### src/rtl/ppfifo_data_source_if.sv
// Write-side handshake between the pattern source (master) and the ping-pong FIFO (slave).
interface ppfifo_data_source_if #(
  parameter int DATA_WIDTH = 32,
  parameter int SIZE_WIDTH = 24
);
  logic [1:0]            i_wr_rdy;
  logic [1:0]            o_wr_act;
  logic [SIZE_WIDTH-1:0] i_wr_size;
  logic                  o_wr_stb;
  logic [DATA_WIDTH-1:0] o_wr_data;

  modport master (
    input  i_wr_rdy,
    input  i_wr_size,
    output o_wr_act,
    output o_wr_stb,
    output o_wr_data
  );

  modport slave (
    output i_wr_rdy,
    output i_wr_size,
    input  o_wr_act,
    input  o_wr_stb,
    input  o_wr_data
  );
endinterface

### src/rtl/ppfifo_data_source.sv
// Pattern producer that acquires a ready ping-pong FIFO buffer, fills it, and releases it.
// Define PPFIFO_SOURCE_LFSR_EN to compile in the LFSR pattern selected by i_mode.
module ppfifo_data_source #(
  parameter int DATA_WIDTH = 32,
  parameter int SIZE_WIDTH = 24
) (
  input  logic                  clk,
  input  logic                  rst,
  input  logic                  i_enable,
  input  logic                  i_mode,
  input  logic [SIZE_WIDTH-1:0] i_max_count,
  ppfifo_data_source_if.master  wr_if,
  output logic                  o_busy,
  output logic [31:0]           o_buffer_count
);

  typedef enum logic [1:0] {
    IDLE,
    WRITE,
    DONE
  } state_t;

  state_t                state_q;
  logic [1:0]            wr_act_q;
  logic                  wr_stb_q;
  logic [DATA_WIDTH-1:0] wr_data_q;
  logic [SIZE_WIDTH-1:0] limit_q;
  logic [SIZE_WIDTH-1:0] limit_d;
  logic [SIZE_WIDTH-1:0] count_q;
  logic [31:0]           buffer_count_q;
  logic [DATA_WIDTH-1:0] inc_q;
  logic [DATA_WIDTH-1:0] pattern_d;

`ifdef PPFIFO_SOURCE_LFSR_EN
  logic        mode_q;
  logic [31:0] lfsr_q;
  logic [31:0] lfsr_d;

  always_comb begin
    lfsr_d    = {lfsr_q[30:0], lfsr_q[31] ^ lfsr_q[21] ^ lfsr_q[1] ^ lfsr_q[0]};
    pattern_d = mode_q ? DATA_WIDTH'(lfsr_q) : inc_q;
  end
`else
  logic unusedMode;

  assign unusedMode = i_mode;
  assign pattern_d  = inc_q;
`endif

  // A zero or oversized cap falls back to the full buffer capacity.
  assign limit_d = (i_max_count == '0 || i_max_count > wr_if.i_wr_size) ?
                   wr_if.i_wr_size : i_max_count;

  always_ff @(posedge clk) begin
    if (rst) begin
      state_q        <= IDLE;
      wr_act_q       <= 2'b00;
      wr_stb_q       <= 1'b0;
      wr_data_q      <= '0;
      limit_q        <= '0;
      count_q        <= '0;
      buffer_count_q <= 32'd0;
      inc_q          <= '0;
`ifdef PPFIFO_SOURCE_LFSR_EN
      mode_q         <= 1'b0;
      lfsr_q         <= 32'h0000_0001;
`endif
    end else begin
      wr_stb_q <= 1'b0;
      case (state_q)
        IDLE: begin
          if (i_enable && wr_if.i_wr_rdy != 2'b00) begin
            wr_act_q <= wr_if.i_wr_rdy[0] ? 2'b01 : 2'b10;
            limit_q  <= limit_d;
            count_q  <= '0;
`ifdef PPFIFO_SOURCE_LFSR_EN
            mode_q   <= i_mode;
`endif
            state_q  <= WRITE;
          end
        end
        WRITE: begin
          if (count_q < limit_q) begin
            wr_stb_q  <= 1'b1;
            wr_data_q <= pattern_d;
            count_q   <= count_q + SIZE_WIDTH'(1);
`ifdef PPFIFO_SOURCE_LFSR_EN
            if (mode_q) begin
              lfsr_q <= lfsr_d;
            end else begin
              inc_q <= inc_q + DATA_WIDTH'(1);
            end
`else
            inc_q <= inc_q + DATA_WIDTH'(1);
`endif
          end else begin
            wr_act_q       <= 2'b00;
            buffer_count_q <= buffer_count_q + 32'd1;
            state_q        <= DONE;
          end
        end
        // Guard cycle lets the FIFO drop rdy for the buffer just released.
        DONE: begin
          state_q <= IDLE;
        end
        default: begin
          state_q <= IDLE;
        end
      endcase
    end
  end

  assign wr_if.o_wr_act  = wr_act_q;
  assign wr_if.o_wr_stb  = wr_stb_q;
  assign wr_if.o_wr_data = wr_data_q;
  assign o_busy          = (state_q != IDLE);
  assign o_buffer_count  = buffer_count_q;

endmodule

### src/flat_wrapper.sv
// flat-port wrapper written by rule: the top's interface ports become plain ports
module ppfifo_data_source_flat 
#(
  parameter int DATA_WIDTH = 32,
  parameter int SIZE_WIDTH = 24
)
  (clk, rst, i_enable, i_mode, i_max_count, o_busy, o_buffer_count, wr_if_i_wr_rdy, wr_if_i_wr_size, wr_if_o_wr_act, wr_if_o_wr_stb, wr_if_o_wr_data);
  ppfifo_data_source_if #(.DATA_WIDTH(DATA_WIDTH), .SIZE_WIDTH(SIZE_WIDTH)) wr_if_i ();
  input  logic clk;
  input  logic rst;
  input  logic i_enable;
  input  logic i_mode;
  input  logic [SIZE_WIDTH-1:0] i_max_count;
  output logic o_busy;
  output logic [31:0] o_buffer_count;
  input wire logic [$bits(wr_if_i.i_wr_rdy)-1:0] wr_if_i_wr_rdy;
  input wire logic [$bits(wr_if_i.i_wr_size)-1:0] wr_if_i_wr_size;
  output wire logic [$bits(wr_if_i.o_wr_act)-1:0] wr_if_o_wr_act;
  output wire logic [$bits(wr_if_i.o_wr_stb)-1:0] wr_if_o_wr_stb;
  output wire logic [$bits(wr_if_i.o_wr_data)-1:0] wr_if_o_wr_data;
  assign wr_if_i.i_wr_rdy = wr_if_i_wr_rdy;
  assign wr_if_i.i_wr_size = wr_if_i_wr_size;
  assign wr_if_o_wr_act = wr_if_i.o_wr_act;
  assign wr_if_o_wr_stb = wr_if_i.o_wr_stb;
  assign wr_if_o_wr_data = wr_if_i.o_wr_data;
  ppfifo_data_source #(.DATA_WIDTH(DATA_WIDTH), .SIZE_WIDTH(SIZE_WIDTH)) u_core (.clk(clk), .rst(rst), .i_enable(i_enable), .i_mode(i_mode), .i_max_count(i_max_count), .wr_if(wr_if_i), .o_busy(o_busy), .o_buffer_count(o_buffer_count));
endmodule
### config.mk
export PLATFORM = sky130hd
export DESIGN_NAME = ppfifo_data_source_flat
export DESIGN_NICKNAME = d
export VERILOG_FILES = /design/src/rtl/ppfifo_data_source_if.sv /design/src/rtl/ppfifo_data_source.sv /design/src/flat_wrapper.sv
export SDC_FILE = /design/constraint.sdc
export NUM_CORES = 1
export LEC_CHECK = 0
export CELL_PAD_IN_SITES_DETAIL_PLACEMENT = 0
export CELL_PAD_IN_SITES_GLOBAL_PLACEMENT = 2
export CORE_ASPECT_RATIO = 1.4
export CORE_MARGIN = 2
export CORE_UTILIZATION = 35
export DETAILED_ROUTE_END_ITERATION = 8
export PLACE_DENSITY = 0.85
export SETUP_SLACK_MARGIN = 0.15
export SLEW_MARGIN = 40
export SYNTH_ARGS = -nofsm -noshare
export SYNTH_HDL_FRONTEND = slang
export SYNTH_SLANG_ARGS = --single-unit
### constraint.sdc
create_clock -name clk -period 5.7 [get_ports clk]
set_input_delay 0.855 -clock clk [delete_from_list [all_inputs] [get_ports clk]]
set_output_delay 0.855 -clock clk [all_outputs]
set_load 0.03 [all_outputs]
==> metrics.json <==
{
  "run_status": {
    "run_status": "complete, no violations"
  },
  "die": {
    "dieWidth_um": 131.5,
    "initial_utilization_pct": 35.48,
    "dieArea_mm2": 0.02400,
    "core-area_mm2": 0.02245,
    "floorplan.rows": 65,
    "io_pins": 122,
    "die_height_um": 182.5
  },
  "timing": {
    "unrepaired_setup_endpoints_after_global_routing": "false",
    "period_needed_ps": 3964,
    "clock_skew_ps": 11.53,
    "setup_total_negative_slack_ps": 0,
    "relSlewSlack_pct": 51.58,
    "max_clock_freq_ghz": 0.2522,
    "worst-slew-pin-transition_ps": 726.2,
    "whs_ps": 450.6,
    "post-route-worst-setup-slack_ps": 1736,
    "final_min_period_over_clock_period_pct": 69.55,
    "report.final.slew_viol_count": 0,
    "hold_viol": 0,
    "setup_viol_count_final": 0
  },
  "setup_path": {
    "timing.critical_path.to_type": "register",
    "timing.setup.critical_path_class": "input port to register",
    "critPathArrivalTime_ps": 4240,
    "worst-endpoint-required_ps": 5980,
    "timing.reg2reg.worst_path_depth": 8,
    "critical_path.startpoint_type": "input port",
    "launching_point_of_the_worst_reg2reg_path": "u_core.count_q[5]$_SDFFE_PP0P_",
    "cp_max_fo": 25,
    "worstReg2RegEnd": "u_core.inc_q[28]$_SDFFE_PP0P_",
    "worst_case_register_to_register_setup_slack_ps": 2390
  },
  "detailed_routing": {
    "vias": 7038,
    "drcViolationCount": 0,
    "drtAntennaViolNets": 0,
    "drt_first_pass_iters": 5,
    "drt-total-wl_um": 20600,
    "wl_per_cell_um": 15.27,
    "drt_first_iter_violations": 399,
    "route.detailed.vias_per_inst": 5.217
  },
  "placed_design": {
    "place_area_mm2": 0.009361,
    "placement.io_buffers": 120,
    "globalplace.congestion": 0.7685,
    "setup_slack_at_placement_ps": 1284,
    "hpwlAfterDp_um": 14870,
    "numPlacedInstances": 1317
  },
  "global_routing": {
    "initial_antenna_violation_count": 0,
    "grt_use_total_pct": 17.50,
    "grt_start_max_net_pins": 67,
    "grt_pass1_wl_um": 34200,
    "globalRouteOverflowTotal": 0,
    "via_count_of_the_first_global_routing_pass": 6929
  },
  "finish": {
    "diodes": 0,
    "drive_gt1_share_pct": 8.206,
    "synthToLayoutAreaGrowth_pct": 25.23,
    "postLayoutCellArea_mm2": 0.009975,
    "final_net_count": 1139,
    "layoutNonFillerInstCount": 1349
  },
  "job": {
    "max-cap-violations": 0
  },
  "yosys": {
    "synth-edff-count": 0,
    "synth_most_common_cell": "dfxtp_1",
    "syn_area_mm2": 0.007965,
    "ys_types": 66,
    "synthDominantAreaCellType": "dfxtp_1",
    "syn_area_per_cell_um2": 8.474,
    "seq_cells_post_synth": 149,
    "synth_nets": 1044,
    "ys.flop_type": "dfxtp_1",
    "post_synth_main_area_contributors": "dfxtp_1, ha_1, a21oi_1",
    "sequential_area_share_after_synthesis_pct": 37.45,
    "syn-instance-count": 940,
    "total_of_warnings_raised_by_yosys": 0,
    "yosysTopAreaCellShare_pct": 37.45,
    "synth_async_sr_flop_share_pct": 0,
    "synth.top_cells.by_count": "dfxtp_1, nand2_1, a21oi_1"
  },
  "pwr": {
    "p_per_area_mw_per_mm2": 252.0,
    "power_leakage_nw": 3.491,
    "vdd_ir_drop_max_mv": 0.1959
  },
  "hold_path": {
    "min_path_type": "register to register",
    "whs_path_depth": 2,
    "worstHoldStart": "u_core.wr_if.o_wr_data[4]$_SDFFE_PP0P_",
    "hold_end": "u_core.wr_if.o_wr_data[4]$_SDFFE_PP0P_"
  },
  "clocking": {
    "postCtsHoldBufs": 0,
    "clockBufferDepth": 2,
    "tritoncts_clock_tree": "built",
    "clk_pin_slew_worst_paths_ps": 60,
    "quantity_of_gates_resized_following_cts": 0,
    "clock_tree.root_cell": "clkbuf_16",
    "cts_made_buffers": 17,
    "cts_num_sinks": 149,
    "skew_pair_late_insertion_delay_ps": 430,
    "htree_levels": 4,
    "cts_setup_buffers": 0
  }
}
[registers in the layout (all words and copies together) (netlist names)]
name / count
u_core.inc_q: 32
u_core.o_buffer_count: 32
u_core.wr_if.o_wr_data: 32
u_core.count_q: 24
u_core.limit_q: 24
u_core.state_q: 2
u_core.wr_if.o_wr_act: 2
u_core.wr_if.o_wr_stb: 1
[kinds of logic (layout without fill, tap and decap cells)]
| family | count (synthesis) | after routing | synth area share, % |
|---|---|---|---|
| AND/OR/NAND/NOR | 348 | 348 | 22.54 |
| AO/OA/AOI/OAI | 234 | 234 | 21.22 |
| flip-flops | 149 | 149 | 37.45 |
| buffers and inverters | 115 | 223 | 6.048 |
| adder cells (fa/ha/maj) | 50 | 50 | 7.854 |
| XOR/XNOR | 42 | 42 | 4.618 |
| multiplexers | 2 | 2 | 0.2670 |
[placed cells by master, fill, tap and decap left out, types with 6 or more instances in the layout]
cell,Yosys,final
o21ai_0,36,36
nand3_1,25,25
nand4_1,26,26
or3_1,24,24
nand2_1,111,111
and3_1,23,22
nor3_1,10,10
o31ai_1,10,10
dfxtp_1,149,149
xor2_1,18,18
buf_4,1,7
and2_1,7,7
o21a_1,6,6
ha_1,50,50
clkdlybuf4s50_1,0,119
nor4_1,15,15
a221oi_2,20,20
or4_1,10,10
clkbuf_16,0,17
a211oi_1,24,24
xnor2_1,24,24
o211ai_1,11,11
o2111ai_1,7,7
inv_1,64,64
a21oi_1,88,88
nor2_1,69,68
[how the worst max path moves through the flow]
| stage | from | end | cells after the start |
|---|---|---|---|
| 6_report | wr_if_i_wr_size[22] | u_core.limit_q[19]$_SDFFE_PP0P_ | 12 |
| 3_5_place_dp | wr_if_i_wr_size[23] | u_core.limit_q[20]$_SDFFE_PP0P_ | 12 |
| 4_1_cts | wr_if_i_wr_size[23] | u_core.limit_q[20]$_SDFFE_PP0P_ | 12 |
| 5_1_grt | wr_if_i_wr_size[22] | u_core.limit_q[19]$_SDFFE_PP0P_ | 12 |
| 2_1_floorplan | wr_if_i_wr_size[22] | u_core.limit_q[4]$_SDFFE_PP0P_ | 10 |
| 3_3_place_gp | wr_if_i_wr_size[23] | u_core.limit_q[19]$_SDFFE_PP0P_ | 11 |
[layout make-up]
type                            instances  area (um2)
Clock inverter                          9       125.1
Timing Repair Buffer                  127        1259
Sequential cell                       149        2983
Clock buffer                           23       478.0
Multi-Input combinational cell        676        4513
Tap cell                              301       376.6
Inverter                               64       240.2
Fill cell                            2339       12470
[worst max-delay path: stages]
cell and delay [ps]:
clkdlybuf4s50_1 490, inv_1 50, ha_1 310, nand4_1 170, or4_4 620, or3_4 420
o41ai_4 60, buf_4 430, o21ai_4 250, buf_8 220, a221oi_1 280, a211oi_1 80
[layer usage]
layer	share of wire (%)	track usage, %	vias to the layer above
met5	0	0	-
met4	1.5	5.348	0
met3	3.2	3.333	22
met2	52	32.31	139
met1	44	20.36	3282
li1	-	-	3595
[per-stage QoR]
stage / total power [W] / utilization [%]
after detailed placement: 0.001387 / 41.71
final: 0.002513 / 44.44
after CTS: 0.002551 / 44.39
after global routing: 0.002626 / 44.44
after global placement: 0.001381 / 41.64
after floorplan: 0.001285 / -
[report_power, final]
group	switching, W	internal [W]	total (W)
combinational	0.000179	0.000110	0.000289
sequential	0.00000811	0.00106	0.00107
clock	0.000433	0.000720	0.00115
Power figures use the tool's default switching activity.
